`src/rtl/chunk_serial_adder.sv`:
```
// chunk_serial_adder: WIDTH-bit ripple add, CHUNK bits per cycle, LSB chunk first; subtract mode under ADDER_SUB_EN.
// Latency: accept at edge T, chunk j written at edge T+1+j, out_valid from edge T+N (N = WIDTH/CHUNK).
// Backpressure: one operation in flight; in_ready only in IDLE, result held in DONE until out_ready.
module chunk_serial_adder #(
    parameter int WIDTH = 16,
    parameter int CHUNK = 4
) (
    input  logic             clk,
    input  logic             rst_n,
    input  logic             in_valid,
    output logic             in_ready,
    input  logic [WIDTH-1:0] a,
    input  logic [WIDTH-1:0] b,
    input  logic             c0,
`ifdef ADDER_SUB_EN
    input  logic             sub,
`endif
    output logic             out_valid,
    input  logic             out_ready,
    output logic [WIDTH-1:0] f,
    output logic             c_out,
    output logic             ovf
);
    // WIDTH must be an exact multiple of CHUNK.
    localparam int N  = WIDTH / CHUNK;
    localparam int KW = (N > 1) ? $clog2(N) : 1;
    localparam logic [KW-1:0] K_LAST = KW'(N - 1);

    typedef enum logic [1:0] {IDLE, RUN, DONE} state_t;

    typedef struct packed {
        logic [WIDTH-1:0] f;
        logic             c_out;
        logic             ovf;
    } res_t;

    state_t           state, state_nxt;
    logic             accept;
    logic             last;
    logic [WIDTH-1:0] a_q, b_q;
    logic [WIDTH-1:0] b_eff;
    logic             cin_eff;
    logic             carry_q;
    logic [KW-1:0]    k_q;
    res_t             res_q;
    logic [CHUNK-1:0] a_chunk, b_chunk, sum_chunk;
    logic             carry_nxt;
    logic             msb_cin;

`ifdef ADDER_SUB_EN
    // Subtract as a + ~b + 1: invert at latch time so the datapath stays add-only.
    assign b_eff   = sub ? ~b : b;
    assign cin_eff = sub ? 1'b1 : c0;
`else
    assign b_eff   = b;
    assign cin_eff = c0;
`endif

    assign last = (k_q == K_LAST);

    always_ff @(posedge clk or negedge rst_n) begin
        if (!rst_n) begin
            state <= IDLE;
        end else begin
            state <= state_nxt;
        end
    end

    always_comb begin
        state_nxt = state;
        in_ready  = 1'b0;
        out_valid = 1'b0;
        accept    = 1'b0;
        case (state)
            IDLE: begin
                in_ready = 1'b1;
                if (in_valid) begin
                    accept    = 1'b1;
                    state_nxt = RUN;
                end
            end
            RUN: begin
                if (last) begin
                    state_nxt = DONE;
                end
            end
            DONE: begin
                out_valid = 1'b1;
                if (out_ready) begin
                    state_nxt = IDLE;
                end
            end
            default: state_nxt = IDLE;
        endcase
    end

    assign a_chunk = a_q[int'(k_q)*CHUNK +: CHUNK];
    assign b_chunk = b_q[int'(k_q)*CHUNK +: CHUNK];
    assign {carry_nxt, sum_chunk} = {1'b0, a_chunk} + {1'b0, b_chunk} + {{CHUNK{1'b0}}, carry_q};
    // Carry into the chunk MSB recovered from the MSB sum bit; only meaningful on the last chunk.
    assign msb_cin = a_chunk[CHUNK-1] ^ b_chunk[CHUNK-1] ^ sum_chunk[CHUNK-1];

    always_ff @(posedge clk or negedge rst_n) begin
        if (!rst_n) begin
            a_q     <= '0;
            b_q     <= '0;
            carry_q <= 1'b0;
            k_q     <= '0;
            res_q   <= '0;
        end else if (accept) begin
            a_q     <= a;
            b_q     <= b_eff;
            carry_q <= cin_eff;
            k_q     <= '0;
            res_q.f <= '0;
        end else if (state == RUN) begin
            res_q.f[int'(k_q)*CHUNK +: CHUNK] <= sum_chunk;
            carry_q <= carry_nxt;
            k_q     <= k_q + KW'(1);
            if (last) begin
                res_q.c_out <= carry_nxt;
                res_q.ovf   <= msb_cin ^ carry_nxt;
            end
        end
    end

    assign f     = res_q.f;
    assign c_out = res_q.c_out;
    assign ovf   = res_q.ovf;

endmodule

```
`config.mk`:
```
export PLATFORM = sky130hd
export DESIGN_NAME = chunk_serial_adder
export DESIGN_NICKNAME = d
export VERILOG_FILES = /design/src/rtl/chunk_serial_adder.sv
export SDC_FILE = /design/constraint.sdc
export NUM_CORES = 1
export LEC_CHECK = 0
export ABC_AREA = 1
export ABC_CLOCK_PERIOD_IN_PS = 4900
export CAP_MARGIN = 5
export CORE_MARGIN = 2
export CORE_UTILIZATION = 55
export DETAILED_ROUTE_END_ITERATION = 8
export PLACE_DENSITY = 0.95
export SETUP_SLACK_MARGIN = 0.4
export SLEW_MARGIN = 10
export SYNTH_ARGS = -nofsm -noshare
export SYNTH_HDL_FRONTEND = slang
export SYNTH_SLANG_ARGS = --single-unit
```
`constraint.sdc`:
```
create_clock -name clk -period 4.9 [get_ports clk]
set_input_delay 0.49 -clock clk [delete_from_list [all_inputs] [get_ports clk]]
set_output_delay 0.49 -clock clk [all_outputs]
set_load 0.005 [all_outputs]
```
**Yosys cells after proc, flatten, opt, wreduce, memory -nomap -nowiden**

Cells that the tools add are included.

- Flip-flop bits (word level): 55
- Input bits: 37
- Output and inout bits: 20
- Word-level logic and storage cells: 46

- $add $sub $neg: 4
- Equality and inequality tests: 6
- Shift operators: 4
- Mux-type cells: 16
- Bitwise operators: 4
- Reductions and logical operators: 4

Operators by type and width:

| cell | number |
|---|---|
| 4-bit negation with 33-bit output | 1 |
| 4-bit by 33-bit variable shift with 16-bit output (first input constant) | 1 |
| 4-bit by 33-bit indexed part select with 16-bit output | 1 |
| 16-bit by 5-bit indexed part select with 4-bit output | 2 |
| 18-bit 2-to-1 mux | 1 |
| 16-bit bitwise mux | 1 |
| 16-bit 2-to-1 mux | 1 |
| 2-bit 2-to-1 mux | 6 |
| 1-bit 2-to-1 mux | 6 |
| 2-bit != test (second input constant) | 3 |
| 2-bit one-hot mux with 3 select lines | 1 |
| 3-bit AND reduction | 2 |
| 4-bit by 4-bit adder with 5-bit output | 1 |
| 5-bit by 1-bit adder with 5-bit output | 1 |
| 2-bit equality test (second input constant) | 2 |
| 1-bit bitwise XOR | 3 |
| 2-bit by 1-bit adder with 2-bit output (second input constant) | 1 |
| 2-bit by 1-bit equality test with 1-bit output (second input constant) | 1 |
| 2-bit zero test | 1 |
| 2-bit nonzero test | 1 |
| 1-bit NOT | 1 |

**Logic depth before layout (Yosys ltp)**

- Depth after elaboration: 8
- Mapped depth: 12
- Mapped depth without buffers: 11

**Worst setup path after synthesis**

Ideal clock, no wire load.

- Path kind: reg-to-reg
- From: reg k_q[0]
- To: reg, netlist name ovf
- Library setup time: 117 ps
- Data arrival time: 2008 ps
- Data required time: 4783 ps
- Setup slack: 2775 ps
- Cell stages (with the launch flop): 12
- Path buffers: 1
- Clock period less this slack: 2125 ps
- Path through: dfrtp_1 inv_1 clkbuf_1 nor2_1 o22ai_1 fa_1 inv_1 fa_1 nor2_1 o21ai_0 nand3_1 nand2_1

- Cells in the longest elaborated chain, start to end: 5
- Elaborated cells on any way between the ends: 9
- Those cells by class: add/sub (2); eq/ne (1); shift (2); bitwise (3); reduce/logical (1)

RTL lines:

| item | RTL line | text |
|---|---|---|
| from (decl) | 44 | `logic [KW-1:0] k_q;` |
| from (signal assigned) | 119 | `k_q <= k_q + KW'(1);` |
| 16-bit by 5-bit indexed part select with 4-bit output, on equally long branches | 97, 98 |  |
| 4-bit by 4-bit adder with 5-bit output | 99 | `assign {carry_nxt, sum_chunk} = {1'b0, a_chunk} + {1'b0, b_chunk} + {{CHUNK{1'b0}}, carry_q};` |
| 5-bit by 1-bit adder with 5-bit output | 99 |  |
| 1-bit bitwise XOR | 101 | `assign msb_cin = a_chunk[CHUNK-1] ^ b_chunk[CHUNK-1] ^ sum_chunk[CHUNK-1];` |
| 1-bit bitwise XOR | 122 | `res_q.ovf <= msb_cin ^ carry_nxt;` |

Parallel ways exist; a longest one is shown, timed or not.
A chain may end at the register's enable or synchronous reset.

**Worst setup path after layout**

- From: reg k_q[0]
- To: reg, netlist name f[5]

- Cells in the longest elaborated chain, start to end: 7
- Elaborated cells on any way between the ends: 10
- Those cells by class: add/sub (3); shift (4); mux (3)

RTL lines:

| item | RTL line | text |
|---|---|---|
| 16-bit by 5-bit indexed part select with 4-bit output, on equally long branches | 97, 98 |  |
| 4-bit by 4-bit adder with 5-bit output | 99 |  |
| 5-bit by 1-bit adder with 5-bit output | 99 |  |
| 4-bit by 33-bit indexed part select with 16-bit output | 117 | `res_q.f[int'(k_q)*CHUNK +: CHUNK] <= sum_chunk;` |
| 16-bit bitwise mux * | 117 |  |
| 18-bit 2-to-1 mux * | 116 | `end else if (state == RUN) begin` |
| 16-bit 2-to-1 mux * | 110 | `end else if (accept) begin` |

Mark *: on every way between the ends. The rest lies on a longest branch, timed or not. The select of a mux whose other input is x is not followed.

==> impl_metrics.yaml <==
global_routing:
  grt_max_degree: 56
  grt_overflow: 0
  grt_pass1_wl_um: 9867
  track_usage_pct: 23.86
  grt_pass1_vias: 2233
  antenna_found_initial: 0
worst_setup_path:
  cp-start-kind: "flip-flop"
  worst-setup-path-type: "reg2reg"
  r2r_end: "f[5]"
  cp_data_arrival_time_ns: 3.26
  slowest_delay_ns: 0.75
  crit_slowest_cell: "dfrtp_1"
  reg2reg_slack_ns: 1.87
  reg2reg_from: "k_q[0]"
  critical_path_required_ns: 5.13
  ff2ff_path_depth: 9
  worstPathCellList: "inv_1 -> o21ai_0 -> o22ai_1 -> fa_1 -> inv_1 -> fa_1 -> inv_1 -> nand2_1 -> o21ai_0"
  cp_common_cell: "inv_1"
  worst_setup_path_end_kind: "flip-flop"
  path_max_fanout: 23
synth:
  synth_top_area_share_pct: 51.21
  yosys-top-cells-area: "dfrtp_1 51%, nand2_1 21%, o21ai_0 4.7%"
  synthesis.nets: 382
  synth_top_area_cell: "dfrtp_1"
  synth_area_per_cell_um2: 7.999
  synth_warnings: 0
  synth_seq_area_share_pct: 51.21
  netlist_instances: 336
  netlist_area_um2: 2688
  synth_cell_type_count: 23
  synth_seq_cells: 55
sta:
  setup_tns_ns: 0
  fmax_mhz: 329.6
  rsz0062_at_grt: "no"
  setup_viol: 0
  finalMaxSlewViolations: 0
  tightest_slew_ns: 0.6681
  relSlewSlack_pct: 55.46
  period_minus_slack_ns: 3.034
  finalHoldViolCount: 0
  fin_skew_ns: 0.005759
  fin_ws_ns: 1.866
  finalCritPeriodShare_pct: 61.92
cts:
  ctsResizeCount: 0
  cts_inserted_buffers: 5
  cts_root_buf: "clkbuf_8"
  h-tree-depth: 2
  cts_tree: "yes"
  post_cts_buffers: 0
  path_clk_slew_ns: 0.09
  clock-sinks: 55
  insertion_delay_ns: 0.31
  cts_hold_buf: 0
  clock_path_buffers: 2
final_layout:
  final-seq-area_um2: 1376
  antenna_cells: 0
  drive_above_1_share_pct: 3.093
  n_fill_cell: 383
  final_nets: 433
  syn2layout_area_growth_pct: 24.21
  multiInputGateArea_um2: 1100
detailed_routing:
  viasPerCell: 5.112
  wl_um: 5873
  drtIter0Drc: 172
  vias: 2326
  wl_per_cell_um: 12.91
  firstDrtPassIters: 4
  drcViolationCount: 0
  antenna_left: 0
placement:
  dp_hpwl_um: 4334
  gp_congestion: 0.9179
  port_buffers: 56
  dp_slack_ns: 1.954
power_and_ir_drop:
  powerDensity_nw_per_um2: 673.8
  peakVddDrop_mv: 0.3259
  total_leakage_power_uw: 0.001705
die:
  core-area_um2: 4723
  die_w_um: 73.91
  dieArea_um2: 5462
  fp.dieH_um: 73.91
  rows: 25
  start_util_pct: 56.90
  io_pins: 57
run:
  max_cap_viol_count: 0
worst_hold_path:
  hold_class: "in2async"
status:
  outcome: "completed"
[per-stage QoR]
| stage | instances | util [%] | hold WS [ns] | power (uW) | instance area (um2) |
|---|---|---|---|---|---|
| final | 455 | 70.68 | 0.2086 | 2249 | 3338 |
| after global routing | 455 | 70.68 | 0.2682 | 2447 | 3338 |
| after CTS | 455 | 70.62 | 0.4545 | 2244 | 3336 |
| after detailed placement | 447 | 68.50 | 0.4653 | 1971 | 3236 |
| after global placement | 447 | 68.50 | 0.4618 | 1898 | 3236 |
| after floorplan | 336 | - | 0.1944 | 1618 | 2688 |
[cells by family (layout without fill, tap and decap cells)]
logic type	Yosys count	count (layout)	share of synthesized area (%)
AND/OR/NAND/NOR	186	186	27.51
adder cells (fa/ha/maj)	9	9	4.749
flip-flops	55	55	51.21
AO/OA/AOI/OAI	42	42	8.659
buffers and inverters	44	96	7.867
[placed cells by master, fill, tap and decap left out, drive strengths merged]
cell type	Yosys	layout
nand4	4	4
clkdlybuf4s50	0	55
o22ai	8	8
nand2	151	151
buf	11	1
nand3	11	11
fa	2	2
o21ai	28	28
nor2	20	20
dfrtp	55	55
clkbuf	1	8
a32oi	2	2
ha	7	7
o31ai	1	1
o211ai	1	1
a21oi	2	2
inv	32	32
[flip-flops by register name (all words and copies together) (netlist names)]
name,cells
k_q,2
a_q,16
ovf,1
carry_q,1
f,16
state,2
b_q,16
c_out,1
[final cells by class]
cell class | count | area share (%)
multi-input cells | 237 | 32.95
well taps | 67 | 2.511
clock buffers | 8 | 2.999
repair buffers | 56 | 16.72
flip-flops and latches | 55 | 41.23
inverters | 32 | 3.598
[synthesized netlist by cell type]
cell type and n:
buf_2 4, a21oi_1 2, nor2_1 18, o211ai_1 1, nand3_1 11, ha_1 7, a32oi_1 2, dfrtp_1 55
o31ai_1 1, buf_6 4, fa_1 2, clkbuf_1 1, nand4_1 4, nand2_4 1, buf_4 3, o22ai_1 8
inv_2 1, o21ai_0 25, nor2_2 1, nor2_4 1, inv_1 31, o21ai_1 3, nand2_1 150
[where the power goes]
| group | internal [uW] | leakage, uW | switching (uW) |
|---|---|---|---|
| clock | 129 | 0.0000515 | 143 |
| sequential | 648 | 0.000706 | 157 |
| combinational | 463 | 0.000948 | 708 |
[how the worst max path moves through the flow]
stage	startpoint	endpoint	slack, ns	depth (start not counted)
detailed placement	k_q[0]	f[5]	1.95	9
finish	k_q[0]	f[5]	1.87	9
global placement	k_q[0]	f[5]	2.18	9
global route	k_q[0]	f[13]	1.59	9
floorplan	k_q[0]	ovf	2.78	11
CTS	k_q[0]	f[5]	1.92	9
[worst max-delay path: cells and delay by family, from the launching register on]
kind	cells	cell delay [ns]
buffers and inverters	3	0.65
AO/OA/AOI/OAI	3	0.63
flip-flops	1	0.75
adder cells (fa/ha/maj)	2	0.86
AND/OR/NAND/NOR	1	0.06
[routing by layer]
layer  part of all wire, %  wire length, um  vias up  GRT usage [%]
li1                      -                -     1149              -
met1                    42             2474     1070          29.28
met2                    50             2960       90          41.17
met3                   4.7              277       17          4.938
met4                   2.7              161        0          9.495
met5                     0                0        -              0
(Power assumes the default switching activity.)
